**config.mk**
```make
export PLATFORM = sky130hd
export DESIGN_NAME = color_matrix_pipe
export DESIGN_NICKNAME = d
export VERILOG_FILES = /design/src/rtl/ccm_pkg.sv /design/src/rtl/ccm_dot3.sv /design/src/rtl/color_matrix_pipe.sv
export SDC_FILE = /design/constraint.sdc
export NUM_CORES = 2
export LEC_CHECK = 0
export CELL_PAD_IN_SITES_DETAIL_PLACEMENT = 1
export CELL_PAD_IN_SITES_GLOBAL_PLACEMENT = 1
export CORE_MARGIN = 10
export CORE_UTILIZATION = 52
export CTS_CLUSTER_SIZE = 8
export DETAILED_ROUTE_END_ITERATION = 10
export PLACE_DENSITY = 0.86
export SKIP_CTS_REPAIR_TIMING = 1
export SYNTH_ARGS = -nofsm -noshare
export SYNTH_HDL_FRONTEND = slang
export SYNTH_HIERARCHICAL = 1
export SYNTH_SLANG_ARGS = --single-unit
```
**constraint.sdc**
```tcl
create_clock -name clk -period 7.2 [get_ports clk]
set_input_delay 1.44 -clock clk [delete_from_list [all_inputs] [get_ports clk]]
set_output_delay 1.44 -clock clk [all_outputs]
set_load 0.01 [all_outputs]
```
**src/rtl/ccm_pkg.sv**
```systemverilog
// Shared constants for the colour correction matrix pipeline: default widths,
// coefficient address map and the identity bank pattern.
package ccm_pkg;

  localparam int unsigned CCM_CH_W      = 8;
  localparam int unsigned CCM_COEF_W    = 18;
  localparam int unsigned CCM_FRAC_BITS = 14;

  localparam logic [3:0] CCM_ADDR_C_LAST = 4'd8;
  localparam logic [3:0] CCM_ADDR_OFF_R  = 4'd9;
  localparam logic [3:0] CCM_ADDR_OFF_G  = 4'd10;
  localparam logic [3:0] CCM_ADDR_OFF_B  = 4'd11;

  // Bit k set where row-major coefficient k sits on the diagonal.
  localparam logic [8:0] CCM_IDENT_DIAG = 9'b100_010_001;

endpackage

```
**src/rtl/ccm_dot3.sv**
```systemverilog
// One output row of the colour matrix: three signed products (S2), row sum with
// rounding and offset (S3), and a combinational clamp feeding the S4 register.
module ccm_dot3
  import ccm_pkg::*;
#(
  parameter int unsigned CH_W      = CCM_CH_W,
  parameter int unsigned COEF_W    = CCM_COEF_W,
  parameter int unsigned FRAC_BITS = CCM_FRAC_BITS
) (
  input  logic                     clk,
  input  logic                     rst_n,
  input  logic                     en_i,
  input  logic [CH_W-1:0]          p0_i,
  input  logic [CH_W-1:0]          p1_i,
  input  logic [CH_W-1:0]          p2_i,
  input  logic signed [COEF_W-1:0] c0_i,
  input  logic signed [COEF_W-1:0] c1_i,
  input  logic signed [COEF_W-1:0] c2_i,
  input  logic signed [CH_W:0]     off_i,
  output logic [CH_W-1:0]          res_o,
  output logic                     sat_o
);

  localparam int unsigned PW = CH_W + COEF_W + 1;
  localparam int unsigned SW = PW + 2;
  localparam logic signed [SW-1:0] Rnd = SW'(1) << (FRAC_BITS - 1);

  logic signed [PW-1:0] prod_d [3];
  logic signed [PW-1:0] prod_q [3];
  logic signed [CH_W:0] off_q;
  logic signed [SW-1:0] sum_w, acc_d, acc_q;

  always_comb begin
    // Pixels are unsigned, so they gain a zero sign bit before the signed multiply.
    prod_d[0] = PW'($signed({1'b0, p0_i})) * PW'(c0_i);
    prod_d[1] = PW'($signed({1'b0, p1_i})) * PW'(c1_i);
    prod_d[2] = PW'($signed({1'b0, p2_i})) * PW'(c2_i);
    sum_w     = SW'(prod_q[0]) + SW'(prod_q[1]) + SW'(prod_q[2]);
    acc_d     = ((sum_w + Rnd) >>> FRAC_BITS) + SW'(off_q);
  end

  always_ff @(posedge clk or negedge rst_n) begin
    if (!rst_n) begin
      prod_q <= '{default: '0};
      off_q  <= '0;
      acc_q  <= '0;
    end else if (en_i) begin
      prod_q <= prod_d;
      off_q  <= off_i;
      acc_q  <= acc_d;
    end
  end

  always_comb begin
    res_o = acc_q[CH_W-1:0];
    sat_o = 1'b0;
    if (acc_q[SW-1]) begin
      res_o = '0;
      sat_o = 1'b1;
    end else if (|acc_q[SW-2:CH_W]) begin
      res_o = '1;
      sat_o = 1'b1;
    end
  end

endmodule

```
**src/rtl/color_matrix_pipe.sv**
```systemverilog
// 4-stage 3x3 colour correction matrix with shadow/active coefficient banks.
// Define CCM_BYPASS_EN to add the per-beat cfg_bypass input.
module color_matrix_pipe
  import ccm_pkg::*;
#(
  parameter int unsigned CH_W      = CCM_CH_W,
  parameter int unsigned COEF_W    = CCM_COEF_W,
  parameter int unsigned FRAC_BITS = CCM_FRAC_BITS
) (
  input  logic                clk,
  input  logic                rst_n,
  input  logic                s_valid,
  output logic                s_ready,
  input  logic [3*CH_W-1:0]   s_data,
  input  logic                s_sof,
  output logic                m_valid,
  input  logic                m_ready,
  output logic [3*CH_W-1:0]   m_data,
  output logic                m_sof,
  input  logic                coef_wr_en,
  input  logic [3:0]          coef_wr_addr,
  input  logic [COEF_W-1:0]   coef_wr_data,
  input  logic                coef_commit,
  output logic                commit_pending,
  output logic                sat_flag,
  input  logic                sat_clr,
  output logic                busy
`ifdef CCM_BYPASS_EN
  ,
  input  logic                cfg_bypass
`endif
);

  localparam int unsigned DW = 3 * CH_W;
  localparam logic signed [COEF_W-1:0] OneQ = COEF_W'(1) << FRAC_BITS;

  logic signed [COEF_W-1:0] sh_coef_q  [9];
  logic signed [COEF_W-1:0] act_coef_q [9];
  logic signed [CH_W:0]     sh_off_q   [3];
  logic signed [CH_W:0]     act_off_q  [3];

  logic          s1_valid_q, s2_valid_q, s3_valid_q, m_valid_q;
  logic          s1_sof_q, s2_sof_q, s3_sof_q, m_sof_q;
  logic [DW-1:0] s1_pix_q, m_data_q;
  logic          pend_q, pend_d, sat_q, sat_d;
  logic          adv, accept, bank_load, sat_set;
  logic [CH_W-1:0] row_res [3];
  logic [2:0]      row_sat;
  logic [DW-1:0]   row_data, s4_data;
  logic            s4_sat;

  // Whole pipeline moves only when the output register can drain.
  assign adv     = ~(m_valid_q & ~m_ready);
  assign s_ready = adv;
  assign accept  = s_valid & adv;
  assign busy    = s1_valid_q | s2_valid_q | s3_valid_q | m_valid_q;

  assign bank_load = pend_q & ((accept & s_sof) | (~busy & ~s_valid));

  always_comb begin
    pend_d = pend_q;
    if (coef_commit) begin
      pend_d = 1'b1;
    end else if (bank_load) begin
      pend_d = 1'b0;
    end
  end

  always_ff @(posedge clk or negedge rst_n) begin
    if (!rst_n) begin
      for (int k = 0; k < 9; k++) begin
        sh_coef_q[k]  <= CCM_IDENT_DIAG[k] ? OneQ : '0;
        act_coef_q[k] <= CCM_IDENT_DIAG[k] ? OneQ : '0;
      end
      sh_off_q  <= '{default: '0};
      act_off_q <= '{default: '0};
      pend_q    <= 1'b0;
    end else begin
      pend_q <= pend_d;
      // A load copies the shadow as it was before this cycle's write.
      if (bank_load) begin
        act_coef_q <= sh_coef_q;
        act_off_q  <= sh_off_q;
      end
      if (coef_wr_en) begin
        if (coef_wr_addr <= CCM_ADDR_C_LAST) begin
          sh_coef_q[coef_wr_addr] <= coef_wr_data;
        end else if (coef_wr_addr <= CCM_ADDR_OFF_B) begin
          sh_off_q[2'(coef_wr_addr - CCM_ADDR_OFF_R)] <= coef_wr_data[CH_W:0];
        end
      end
    end
  end

  for (genvar i = 0; i < 3; i++) begin : g_row
    ccm_dot3 #(
      .CH_W      (CH_W),
      .COEF_W    (COEF_W),
      .FRAC_BITS (FRAC_BITS)
    ) u_dot3 (
      .clk   (clk),
      .rst_n (rst_n),
      .en_i  (adv),
      .p0_i  (s1_pix_q[DW-1 -: CH_W]),
      .p1_i  (s1_pix_q[2*CH_W-1 -: CH_W]),
      .p2_i  (s1_pix_q[CH_W-1:0]),
      .c0_i  (act_coef_q[3*i]),
      .c1_i  (act_coef_q[3*i+1]),
      .c2_i  (act_coef_q[3*i+2]),
      .off_i (act_off_q[i]),
      .res_o (row_res[i]),
      .sat_o (row_sat[i])
    );
  end

  assign row_data = {row_res[0], row_res[1], row_res[2]};

`ifdef CCM_BYPASS_EN
  logic          s1_byp_q, s2_byp_q, s3_byp_q;
  logic [DW-1:0] s2_pix_q, s3_pix_q;

  always_ff @(posedge clk or negedge rst_n) begin
    if (!rst_n) begin
      s1_byp_q <= 1'b0;
      s2_byp_q <= 1'b0;
      s3_byp_q <= 1'b0;
      s2_pix_q <= '0;
      s3_pix_q <= '0;
    end else if (adv) begin
      s1_byp_q <= cfg_bypass;
      s2_byp_q <= s1_byp_q;
      s3_byp_q <= s2_byp_q;
      s2_pix_q <= s1_pix_q;
      s3_pix_q <= s2_pix_q;
    end
  end

  assign s4_data = s3_byp_q ? s3_pix_q : row_data;
  assign s4_sat  = ~s3_byp_q & (|row_sat);
`else
  assign s4_data = row_data;
  assign s4_sat  = |row_sat;
`endif

  assign sat_set = adv & s3_valid_q & s4_sat;
  assign sat_d   = sat_set | (sat_q & ~sat_clr);

  always_ff @(posedge clk or negedge rst_n) begin
    if (!rst_n) begin
      s1_valid_q <= 1'b0;
      s2_valid_q <= 1'b0;
      s3_valid_q <= 1'b0;
      m_valid_q  <= 1'b0;
      s1_sof_q   <= 1'b0;
      s2_sof_q   <= 1'b0;
      s3_sof_q   <= 1'b0;
      m_sof_q    <= 1'b0;
      s1_pix_q   <= '0;
      m_data_q   <= '0;
      sat_q      <= 1'b0;
    end else begin
      sat_q <= sat_d;
      if (adv) begin
        s1_valid_q <= accept;
        s1_sof_q   <= s_sof;
        s1_pix_q   <= s_data;
        s2_valid_q <= s1_valid_q;
        s2_sof_q   <= s1_sof_q;
        s3_valid_q <= s2_valid_q;
        s3_sof_q   <= s2_sof_q;
        m_valid_q  <= s3_valid_q;
        m_sof_q    <= s3_sof_q;
        if (s3_valid_q) begin
          m_data_q <= s4_data;
        end
      end
    end
  end

  assign m_valid        = m_valid_q;
  assign m_sof          = m_sof_q;
  assign m_data         = m_data_q;
  assign commit_pending = pend_q;
  assign sat_flag       = sat_q;

endmodule

```
Yosys cells after proc, flatten, opt, wreduce, memory -nomap -nowiden
Index checks and enable logic that the tools add are counted.
- output and inout bits: 30
- flip-flop bits (word level): 793
- bits of input ports: 54
- word-level logic and storage cells: 130
- bitwise logic cells: 21
- $add $sub $neg: 13
- multiplexer cells: 20
- reduce and logical (&&, ||, !) cells: 10
- $lt $le $gt $ge: 6
- multipliers: 9
- operators with widths (cell ; number):
    $mul 9x18->27 ; 9
    $bwmux 162 ; 1
    $add 28x27->29 ; 3
    $add 29x15->29 const B ; 3
    $add 27x27->28 ; 3
    $demux 18 s4 ; 1
    $reduce_or 20->1 ; 3
    $add 15x9->16 ; 3
    $mux 8 ; 6
    $bwmux 27 ; 1
    $demux 9 s2 ; 1
    $mux 18 ; 1
    $mux 9 ; 1
    $and 1x1->1 ; 8
    $le 4x4->1 const B ; 2
    $mux 1 ; 8
    $not 1->1 ; 6
    $ge 5x5->1 const B ; 1
    $lt 5x1->1 const B ; 1
    $not 4->5 ; 1
    $or 1x1->1 ; 5
    $reduce_and 2->1 ; 2
    $ge 3x3->1 const B ; 1
    $lt 3x1->1 const B ; 1
    6 further kinds ; 7

Longest topological paths before layout
- depth in word-level cells: 9
- mapped depth: 26
- mapped depth without buffers: 26

Hierarchy
The synthesis kept the hierarchy.
- modules (own cells, without submodules) (module ; area each (um2) ; times used ; cells each ; seq. area each (um2)):
    ccm_dot3 at g_row[1].u_dot3 ; 22206.3 ; 1 ; 2520 ; 2652.5
    ccm_dot3 at g_row[0].u_dot3 ; 21922.3 ; 1 ; 2456 ; 2652.5
    ccm_dot3 at g_row[2].u_dot3 ; 21654.5 ; 1 ; 2402 ; 2652.5
    color_matrix_pipe ; 16279.4 ; 1 ; 1019 ; 10918.0

Worst setup path after synthesis
No wires, ideal clock.
- path kind: register to register
- start: reg s1_pix_q[0]
- end: reg g_row[2].u_dot3/prod_q[25] (netlist bit)
- arrival time: 5.198 ns
- stages on the path, launching flop included: 21
- setup slack: 1.877 ns
- required time: 7.075 ns
- path buffers: 2
- library setup time: 0.125 ns
- period minus slack after synthesis: 5.323 ns
- path through: dfrtp_1 -> clkbuf_1 -> clkbuf_1 -> nand2_1 -> fa_1 -> inv_1 -> fa_1 -> fa_1 -> inv_1 -> fa_1 -> inv_1 -> ha_1 -> o21a_1 -> o2111ai_1 -> o211ai_2 -> o31a_1 -> a41o_1 -> a211oi_2 -> o21ai_1 -> xor2_1 -> mux2_4
- cells in the longest elaborated chain, start to end: 1
- RTL lines (item ; line ; RTL):
    start, declared ; color_matrix_pipe.sv:44 ; logic [DW-1:0] s1_pix_q, m_data_q;
    start signal, assigned ; color_matrix_pipe.sv:166 ; s1_pix_q <= s_data;
    $mul 9x18->27 ; ccm_dot3.sv:37 ; prod_d[2] = PW'($signed({1'b0, p2_i})) * PW'(c2_i);
    end signal, assigned ; ccm_dot3.sv:48 ; prod_q <= prod_d;
    end, declared ; ccm_dot3.sv:29 ; logic signed [PW-1:0] prod_q [3];
No other way between the ends.
A chain may end at the register's enable or synchronous reset.

Worst setup path after layout
- start: reg s1_pix_q[1]
- end: reg g_row[0].u_dot3/prod_q[19] (netlist bit)
- cells in the longest elaborated chain, start to end: 1
- RTL lines (item ; line):
    $mul 9x18->27 ; ccm_dot3.sv:37
    end signal, assigned ; ccm_dot3.sv:48
    end, declared ; ccm_dot3.sv:29
No other way between the ends.

==> results.md <==
- For this run, the number of Yosys warnings is 6.
- The peak per-stage delay on the critical path is approximately 0.84 ns.
- The vertical die dimension is roughly 420 um.
- The floorplan step defined a die boundary enclosing approximately 0.17 mm2.
- The final critical delay including setup and external delays is about 6.4 ns.
- The number of antenna violations at the first check in global routing was 25.
- The synthesized net count is ~10000.
- The number of global-route vias before repair is 72265.
- The most common cell in the synthesized netlist is sky130_fd_sc_hd__inv_1.
- Counting instances in the post-synthesis netlist gives the leading cell types as sky130_fd_sc_hd__inv_1, sky130_fd_sc_hd__fa_1, sky130_fd_sc_hd__nand2_1.
- Counting every sink on the clock net gives between 700 and 800.
- The clock buffer count from CTS is about 110.
- The longest clock path from root to sink contains 3 buffers.
- The number of nets in the layout is 10286.
- The worst setup path is launched from a flip-flop.
- The floorplan step set the die width to between 400 and 500 um.
- The final design instance area without fill is between 0.08 and 0.09 mm2.
- Entering global routing, the biggest net connects roughly 170 pins.
- The post-detailed-route wirelength per cell is 25.0 um.
- The critical path goes through buf_4 > nand2_1 > fa_1 > inv_1 > fa_1 > inv_1 > fa_1 > fa_1 > inv_1 > ha_1 > a21oi_1 > nor2_1 > a31oi_2 > a31oi_1 > a311o_1 > a21o_1 > a21oi_2 > xnor2_1 > mux2_4.
- The number of pins with negative max-slew slack in the final report is 0.
- The share of synthesized area in the top cell type comes to 0.270.
- TritonCTS built the clock tree.
- For this run, design rule violations remaining after detail routing come to 0.
- Counting flops with a built-in enable in the synthesized netlist gives 0.
- For the final routed database, the setup TNS stands at 0 ns.
- The first detailed-routing pass ran for 5 iterations.
- The max-capacitance violation count is 0.
- The share of the Yosys chip area taken by registers is 0.230.
- The detail route stage leaves a number of antenna-violating nets equal to 0.
- The type of the tightest min-delay check is flip-flop to flip-flop.
- For the final database, setup skew stands at 0.0485 ns.
- The worst hold slack across all endpoints is approximately 0.47 ns.
- The count of different cell masters after synthesis is between 100 and 150.
- Yosys attributes the largest share of cell area to sky130_fd_sc_hd__fa_1, sky130_fd_sc_hd__dfrtp_1, sky130_fd_sc_hd__ha_1.
- The total wirelength of the detailed-routed design is 264000 um.
- After filler insertion, the fill cell instance count of the layout stands at 17284.
- The register bit total from synthesis is around 750.
- The final-report setup violation count is 0.
- After clock tree synthesis, the clock-pin slew on the worst setup and hold paths is approximately 0.06 ns.
- After synthesis, the share of flip-flops with an asynchronous set or reset is 1.00.
- After the first detailed-routing iteration, the DRC count stood at 3932.
- The data arrival at the endpoint of the critical path is about 7 ns.
- In this design, the critical path's most frequently occurring cell is sky130_fd_sc_hd__fa_1.
- The weighted congestion at the end of routability-driven global placement is a little under 0.9.
- From synthesis to final layout, the design area changed by 7.68%.
- The clock reaches the later pin of the worst-skew pair after approximately 0.8 ns.
- The cell type group with the largest total delay on the critical path is adder cells.
- The depth of the CTS H-tree is 3.
- 84 I/O pins were placed.
- The flow ran to the end, and the final reports show no timing, DRC or antenna violations.
- In this run the worst path has a maximum fanout of 31.
- The area after detailed placement is between 0.08 and 0.09 mm2.
- The post-detailed-placement half-perimeter wirelength is about 190000 um.
- Static timing analysis puts the maximum clock frequency at 157 MHz.
- The first global-routing pass estimated just over 400000 um of wire.
- After floorplanning, the core was sized to cover 0.157 mm2.
- The global route total overflow is 0.
- Summing all multi-input logic gate instances after layout gives roughly 0.056 mm2.
- The fraction of final layout cells with drive strength greater than 1 is 0.0824.
- The worst pin sits at a relative slew slack of 0.192.
- The largest area contributor in the netlist is sky130_fd_sc_hd__fa_1.
- The dominant synthesized flop cell is sky130_fd_sc_hd__dfrtp_1.
- The type of the setup path with the least slack is flip-flop to flip-flop.
- The effective utilization at floorplan is 0.524.
- The post-synthesis average cell area is between 9 and 10 um2.
- The portion of the clock cycle consumed by the worst path in the final layout is 0.885.
- The number of placement rows is about 150.
- The final core area utilization is 0.564.
- The total via count after detailed routing is a little over 60000.
- The count of buffers inserted at the top-level ports is between 80 and 90.
- The total count of hold-check failures in the final report is 0.
- Summing all flip-flop and latch instances after layout gives about 0.019 mm2.
- In the global route stage, overall resource usage came out at 0.304.
- The tree is rooted in a sky130_fd_sc_hd__clkbuf_16.
- The capturing element type of the critical path is a flip-flop.
- Setup repair after global routing left no endpoint under its margin.
- For the worst setup path, the data required time is 7.82 ns.
- The slowest stage of the critical path is the sky130_fd_sc_hd__dfrtp_2 cell.
- In this run the cell area of the synthesized design comes to 0.0821 mm2.
- At the pin with the least slew margin, the transition time is around 1.2 ns.
- The count of buffering cells on the critical path with inverters included is 4.
- The count of mapped cells out of synthesis is between 8000 and 9000.
- The average via count per standard cell is 5.85.
[cells by family (layout without fill, tap and decap cells)]
family,count (synthesis),after routing,synth area share
simple gates,2177,2177,0.133
buf+inv,1996,2092,0.0923
fa+ha+maj,1794,1794,0.375
compound gates,891,891,0.0702
flops,754,754,0.230
mux,534,534,0.0729
xor+xnor,251,251,0.0268
other cells,0,26,0
[final timing paths]
| kind | startpoint | to | slack, ns | cells past startpoint |
|---|---|---|---|---|
| max | s1_pix_q[1] | g_row[0].u_dot3/prod_q[19] | 0.83 | 19 |
| min reg2reg | sh_coef_q[126] | act_coef_q[126] | 0.47 | 1 |
| min in group asynchronous | rst_n | sh_coef_q[116] | 0.76 | 1 |
| max in group asynchronous | rst_n | sh_coef_q[80] | 4.91 | 2 |
| min | sh_coef_q[126] | act_coef_q[126] | 0.47 | 1 |
| max reg2reg | s1_pix_q[1] | g_row[0].u_dot3/prod_q[19] | 0.83 | 19 |
[cells in the final DEF (no fill, tap or decap), types with 60 or more instances in the layout]
master                            netlist  final
sky130_fd_sc_hd__nor2_1               201    201
sky130_fd_sc_hd__o21ai_0              221    221
sky130_fd_sc_hd__fa_1                1107   1107
sky130_fd_sc_hd__xor2_1                60     60
sky130_fd_sc_hd__dfrtp_1              748    733
sky130_fd_sc_hd__ha_1                 687    687
sky130_fd_sc_hd__and2_1               791    791
sky130_fd_sc_hd__nand2_1              849    848
sky130_fd_sc_hd__mux2_1               100    100
sky130_fd_sc_hd__clkbuf_16              0    109
sky130_fd_sc_hd__a21o_1               108    108
sky130_fd_sc_hd__a21oi_1              219    219
sky130_fd_sc_hd__nand3_1               83     83
sky130_fd_sc_hd__mux2_2               402    402
sky130_fd_sc_hd__clkdlybuf4s50_1        0     68
sky130_fd_sc_hd__inv_1               1773   1773
sky130_fd_sc_hd__xnor2_1              191    191
sky130_fd_sc_hd__buf_4                 12     61
[layout make-up]
| class | instances | area share |
|---|---|---|
| antenna | 26 | 0.000736 |
| clock inverter | 12 | 0.00248 |
| clock buffer | 153 | 0.0333 |
| sequential | 754 | 0.214 |
| multi-input combinational | 5647 | 0.630 |
| tap | 2058 | 0.0291 |
| inverter | 1776 | 0.0755 |
| timing repair buffer | 151 | 0.0154 |
[state kept, by name, summed over array words and instances, names as in the netlist, 24 cells and up]
signal / count
act_coef_q: 162
act_off_q: 27
g_row.u_dot3/acc_q: 48
g_row.u_dot3/off_q: 27
g_row.u_dot3/prod_q: 243
m_data: 24
s1_pix_q: 24
sh_coef_q: 162
sh_off_q: 27
[metal layers]
metal | part of all wire | routed length [um] | track usage | vias to the layer above
met1 | 0.37 | 96500 | 0.342 | 32258
met2 | 0.50 | 132000 | 0.522 | 2424
met5 | 0.00038 | 100 | 0 | -
li1 | - | - | - | 26274
met4 | 0.077 | 20500 | 0.214 | 14
met3 | 0.058 | 15400 | 0.0527 | 888
[per-stage QoR]
step,setup slack [ns],std cells
global route,0.668,10561
detailed placement,1.24,10386
floorplan,1.88,8397
finish,0.831,10577
global placement,1.51,10386
CTS,0.944,10551
Power is not shown: default switching activity piles up to over one toggle a cycle in this logic, so the estimate is an artifact.
